==> src/rtl/accumulator_ctrl.sv <==
`default_nettype none
// ============================================================================
// Module   : accumulator_ctrl
// Purpose  : Run/pause/done sequencer for the accumulator datapath. It drives
//            a prescaled write-enable tick and clear pulses, and watches the
//            accumulator output for the terminal count.
// Options  : define ACC_CTRL_WRAP_EN to wrap LIMIT->0 instead of stopping.
// Revision : 1.0 - initial release
// ============================================================================
module accumulator_ctrl #(
    parameter int unsigned DIV   = 50_000_000,
    parameter logic [7:0]  LIMIT = 8'd255
) (
    input  logic       clk,
    input  logic       reset,
    input  logic       start_btn,
    input  logic       stop_btn,
    input  logic       clear_btn,
    input  logic [7:0] acc_value,
    output logic       acc_w_en,
    output logic       acc_clr,
    output logic       busy,
    output logic       done
);

    localparam int unsigned    PW      = $clog2(DIV);
    localparam logic [PW-1:0]  PRE_MAX = PW'(DIV - 1);

    localparam logic [1:0] S_IDLE  = 2'd0;
    localparam logic [1:0] S_RUN   = 2'd1;
    localparam logic [1:0] S_PAUSE = 2'd2;
    localparam logic [1:0] S_DONE  = 2'd3;

    logic [1:0]    state_q, state_d;
    logic [PW-1:0] pre_q, pre_d;
    logic          start_q, stop_q, clear_q;
    logic          init_q;
    logic          acc_w_en_q, acc_w_en_d;
    logic          acc_clr_q, acc_clr_d;
    logic          busy_q, done_q;

    logic w_start_rise, w_stop_rise, w_clear_rise;
    logic w_tick, w_at_limit, w_terminal;

    assign w_start_rise = start_btn & ~start_q;
    assign w_stop_rise  = stop_btn  & ~stop_q;
    assign w_clear_rise = clear_btn & ~clear_q;

    assign w_tick     = (state_q == S_RUN) && (pre_q == PRE_MAX);
    assign w_at_limit = (acc_value == LIMIT);
    // A tick is only honoured when neither clear nor stop claims the cycle.
    assign w_terminal = w_tick && w_at_limit && !w_clear_rise && !w_stop_rise;

    // ---------------- state register ----------------
    always_ff @(posedge clk) begin
        if (reset) begin
            state_q <= S_IDLE;
        end else begin
            state_q <= state_d;
        end
    end

    // ---------------- next-state logic ----------------
    always_comb begin
        state_d = state_q;
        case (state_q)
            S_IDLE: begin
                if (!w_clear_rise && !w_stop_rise && w_start_rise) begin
                    state_d = S_RUN;
                end
            end
            S_RUN: begin
                if (w_clear_rise) begin
                    state_d = S_IDLE;
                end else if (w_stop_rise) begin
                    state_d = S_PAUSE;
                end else if (w_terminal) begin
`ifdef ACC_CTRL_WRAP_EN
                    state_d = S_RUN;
`else
                    state_d = S_DONE;
`endif
                end
            end
            S_PAUSE: begin
                if (w_clear_rise) begin
                    state_d = S_IDLE;
                end else if (!w_stop_rise && w_start_rise) begin
                    state_d = S_RUN;
                end
            end
            S_DONE: begin
                if (w_clear_rise) begin
                    state_d = S_IDLE;
                end
            end
            default: state_d = S_IDLE;
        endcase
    end

    // ---------------- output / datapath next values ----------------
    always_comb begin
        acc_w_en_d = w_tick && !w_at_limit && !w_clear_rise && !w_stop_rise;
        acc_clr_d  = init_q || w_clear_rise;
`ifdef ACC_CTRL_WRAP_EN
        acc_clr_d  = acc_clr_d || w_terminal;
`endif

        pre_d = '0;
        if ((state_d == S_RUN) || (state_d == S_PAUSE)) begin
            if (state_q == S_RUN) begin
                pre_d = (pre_q == PRE_MAX) ? '0 : pre_q + PW'(1);
            end else begin
                pre_d = pre_q;
            end
        end
    end

    // Edge registers reset high so a button held through reset never fires.
    always_ff @(posedge clk) begin
        if (reset) begin
            pre_q      <= '0;
            start_q    <= 1'b1;
            stop_q     <= 1'b1;
            clear_q    <= 1'b1;
            init_q     <= 1'b1;
            acc_w_en_q <= 1'b0;
            acc_clr_q  <= 1'b0;
            busy_q     <= 1'b0;
            done_q     <= 1'b0;
        end else begin
            pre_q      <= pre_d;
            start_q    <= start_btn;
            stop_q     <= stop_btn;
            clear_q    <= clear_btn;
            init_q     <= 1'b0;
            acc_w_en_q <= acc_w_en_d;
            acc_clr_q  <= acc_clr_d;
            busy_q     <= (state_d == S_RUN);
            done_q     <= (state_d == S_DONE);
        end
    end

    assign acc_w_en = acc_w_en_q;
    assign acc_clr  = acc_clr_q;
    assign busy     = busy_q;
    assign done     = done_q;

endmodule
`default_nettype wire

==> config.mk <==
export PLATFORM = sky130hd
export DESIGN_NAME = accumulator_ctrl
export DESIGN_NICKNAME = d
export VERILOG_FILES = /design/src/rtl/accumulator_ctrl.sv
export SDC_FILE = /design/constraint.sdc
export NUM_CORES = 1
export LEC_CHECK = 0
export ABC_AREA = 1
export CELL_PAD_IN_SITES_DETAIL_PLACEMENT = 0
export CELL_PAD_IN_SITES_GLOBAL_PLACEMENT = 2
export CORE_UTILIZATION = 34
export CTS_CLUSTER_DIAMETER = 120
export DETAILED_ROUTE_END_ITERATION = 12
export GPL_TIMING_DRIVEN = 0
export HOLD_SLACK_MARGIN = 0.03
export PLACE_DENSITY = 0.95
export SYNTH_ARGS = -nofsm -noshare
export SYNTH_HDL_FRONTEND = slang
export SYNTH_SLANG_ARGS = --single-unit
==> constraint.sdc <==
create_clock -name clk -period 4.2 [get_ports clk]
set_input_delay 0.63 -clock clk [delete_from_list [all_inputs] [get_ports clk]]
set_output_delay 0.63 -clock clk [all_outputs]
set_load 0.01 [all_outputs]
==> run_results.csv <==
group,metric,value,unit
run_status,status,"finished, final reports clean",
finish,largest_reg_flops,26,
hold_path,hold_path.class,"register to register",
logic_synthesis,synthesis.area,1930,sq um
global_routing,grt_start_max_net_pins,11,
placement,post-place-cells,383,
finish,nets,334,
clocking,cts_tree,"done",
floorplanning,io_pins,17,
worst_setup_path,worstSetupStartpointType,"input pin",
finish,regArea,721,sq um
sta,tightestPinTransition,0.350,ns
clocking,clk_latency,0.30,ns
finish,multi_input_area,1050,sq um
logic_synthesis,ys_seq_elements,36,
detailed_routing,first_pass_iters,4,
clocking,clkSinkCount,36,
global_routing,grtUsageTotal,17.1,%
worst_setup_path,cp_data_required_time,4.41,ns
floorplanning,dieArea,5980,sq um
global_routing,grt-ovfl-total,0,
sta,rsz0062_at_grt,"no",
detailed_routing,drc,0,
placement,hpwl,3.58,mm
finish,fin_cells,390,
clocking,cts_max_level,2,
logic_synthesis,async_flop_share,0,%
logic_synthesis,synthesis.nets,311,
worst_setup_path,end_kind,"register",
detailed_routing,vias,1794,
flow_run,drv_cap,0,
floorplanning,rows,27,
clocking,cts_setup_buffers,0,
sta,final.min_clock_period,2.63,ns
detailed_routing,initialDrtViolationCount,73,
detailed_routing,viasPerCell,4.60,
detailed_routing,wl_per_cell,11.7,um
placement,gp_congestion,0.766,
logic_synthesis,yosys_warnings,0,
clocking,cts_buffer_depth,2,
logic_synthesis,yosysTopAreaCellShare,37.4,%
finish,top_regs,"pre_q (26), state_q (2)",
power_and_ir_drop,vdd_ir_drop_max,0.000182,V
clocking,cts.clk_slew.worst_paths,0.07,ns
floorplanning,die_height,77.3,um
sta,maxSlewViolCount,0,
sta,period_share,62.6,%
logic_synthesis,syn-mean-instance-area,6.54,sq um
logic_synthesis,yosys-top-cells-area,"dfxtp_1 37%, nand2_1 14%, nor2_1 13%, inv_1 7.0%, nand3_1 4.4%",
clocking,cts_buffers,5,
global_routing,antenna_found_initial,0,
global_routing,grt_pass1_wl,8.03,mm
sta,fin_setup_tns,0,ns
logic_synthesis,yosysMostFrequentCell,"nand2_1",
worst_setup_path,worstPathArrival,2.84,ns
floorplanning,core,5470,sq um
worst_setup_path,critical_path_class,"input pin to register",
finish,regMostFlops,"pre_q",
sta,slew_headroom,76.7,%
logic_synthesis,ys_types,25,
detailed_routing,drt-total-wl,4.57,mm
logic_synthesis,synth_commonest_cells,"70 x nand2_1, 69 x nor2_1, 36 x dfxtp_1, 36 x inv_1, 17 x nand3_1",
logic_synthesis,synth_edf_count,0,
logic_synthesis,synth_top_area_cell,"dfxtp_1",
clocking,cts-root-buf,"clkbuf_8",
sta,clock.fmax,381,MHz
worst_setup_path,cp_max_fo,10,
power_and_ir_drop,power.density,323,nW/um^2
logic_synthesis,syn_inst,295,
logic_synthesis,seq_area_frac_synth,37.4,%
sta,setup_viol,0,
finish,layout-drive-gt1-share,7.86,%
floorplanning,initial_core_util,35.2,%
finish,layout.filler_cells,603,
finish,antenna_cells,0,
clocking,cts_hold_buffers,0,
floorplanning,die_w,77.3,um
sta,finClkSkew,0.00981,ns
power_and_ir_drop,leakage,0.000914,uW
detailed_routing,drtAntennaViolNets,0,
sta,final_hold_viol_count,0,
finish,syn_to_final_growth,18.0,%
logic_synthesis,ys.flop_type,"dfxtp_1",
placement,io_buffer_count,16,
global_routing,grt_pass1_vias,1746,
clocking,cts_resized,0,
-- stage by stage --
step                setup slack (ns)  total power [uW]  instance area, sq um  util [%]  hold WS (ns)
floorplan                       2.05               431                  1930         -         0.416
global placement                1.27               474                  2180      39.8         0.422
detailed placement              1.27               474                  2180      39.8         0.432
CTS                             1.56               747                  2270      41.6         0.450
global route                    1.26               771                  2270      41.6         0.491
finish                          1.57               735                  2270      41.6         0.444
-- where the power goes --
| group | total, uW | switching (uW) | internal, uW |
|---|---|---|---|
| Clock | 271 | 124 | 146 |
| Combinational | 107 | 69.2 | 38.1 |
| Sequential | 357 | 6.65 | 351 |
| Total | 735 | 200 | 535 |
-- cell type report --
cell class / instances / share of cell area, %
plain buffers: 2 / 0.385
well taps: 72 / 3.96
flip-flops and latches: 36 / 31.7
repair buffers: 16 / 7.04
clock buffers: 7 / 4.24
multi-input cells: 218 / 46.3
inverters: 39 / 6.44
-- worst max-delay path: stages --
cell	delay (ns)
clkdlybuf4s50_1	0.49
nand2_1	0.09
nand3_1	0.09
nand2_1	0.06
o21ai_0	0.14
nand2_1	0.06
o21ai_0	0.12
inv_1	0.11
ha_1	0.28
nor2_1	0.20
nand2_1	0.16
buf_2	0.23
nor3b_1	0.18
-- cell families after synthesis --
logic type	synth area share [%]
and+or+nand+nor	46.3
xor gates and xnor gates	3.18
DFF	37.4
buffers and inverters	8.05
AOI/OAI and AO/OA	3.11
adders and majority gates	1.95
-- path summary, 6_finish.rpt --
kind                                              end  slack (ns)                   from  cells past startpoint
worst max-delay path            pre_q[3]$_SDFFE_PP0N_        1.57               stop_btn                     13
worst min-delay path               acc_clr$_SDFF_PP0_        0.44         init_q$_DFF_P_                      2
worst max register to register  pre_q[3]$_SDFFE_PP0N_        1.65  pre_q[0]$_SDFFE_PP0N_                     15
worst min register to register     acc_clr$_SDFF_PP0_        0.44         init_q$_DFF_P_                      2
-- metal layers --
metal  up-vias  part of all wire, %  track usage, %
li1        971                    -               -
met1       795                   51            22.9
met2        23                   44            27.1
met3         5                  3.6            2.50
met4         0                  1.5            7.36
met5         -                    0               0
-- layout by cell type, fill, tap and decap left out, types with 6 or more instances in the layout --
cell,netlist,layout
xor2_1,7,7
nor2_1,69,69
a21oi_1,6,6
o21ai_0,6,6
nand3_1,17,17
nor3_1,10,10
nand4_1,9,9
nand2_1,70,70
clkbuf_8,0,7
inv_1,36,36
dfxtp_1,36,36
clkdlybuf4s50_1,0,16
No activity file was read; power rests on OpenSTA's default activity.
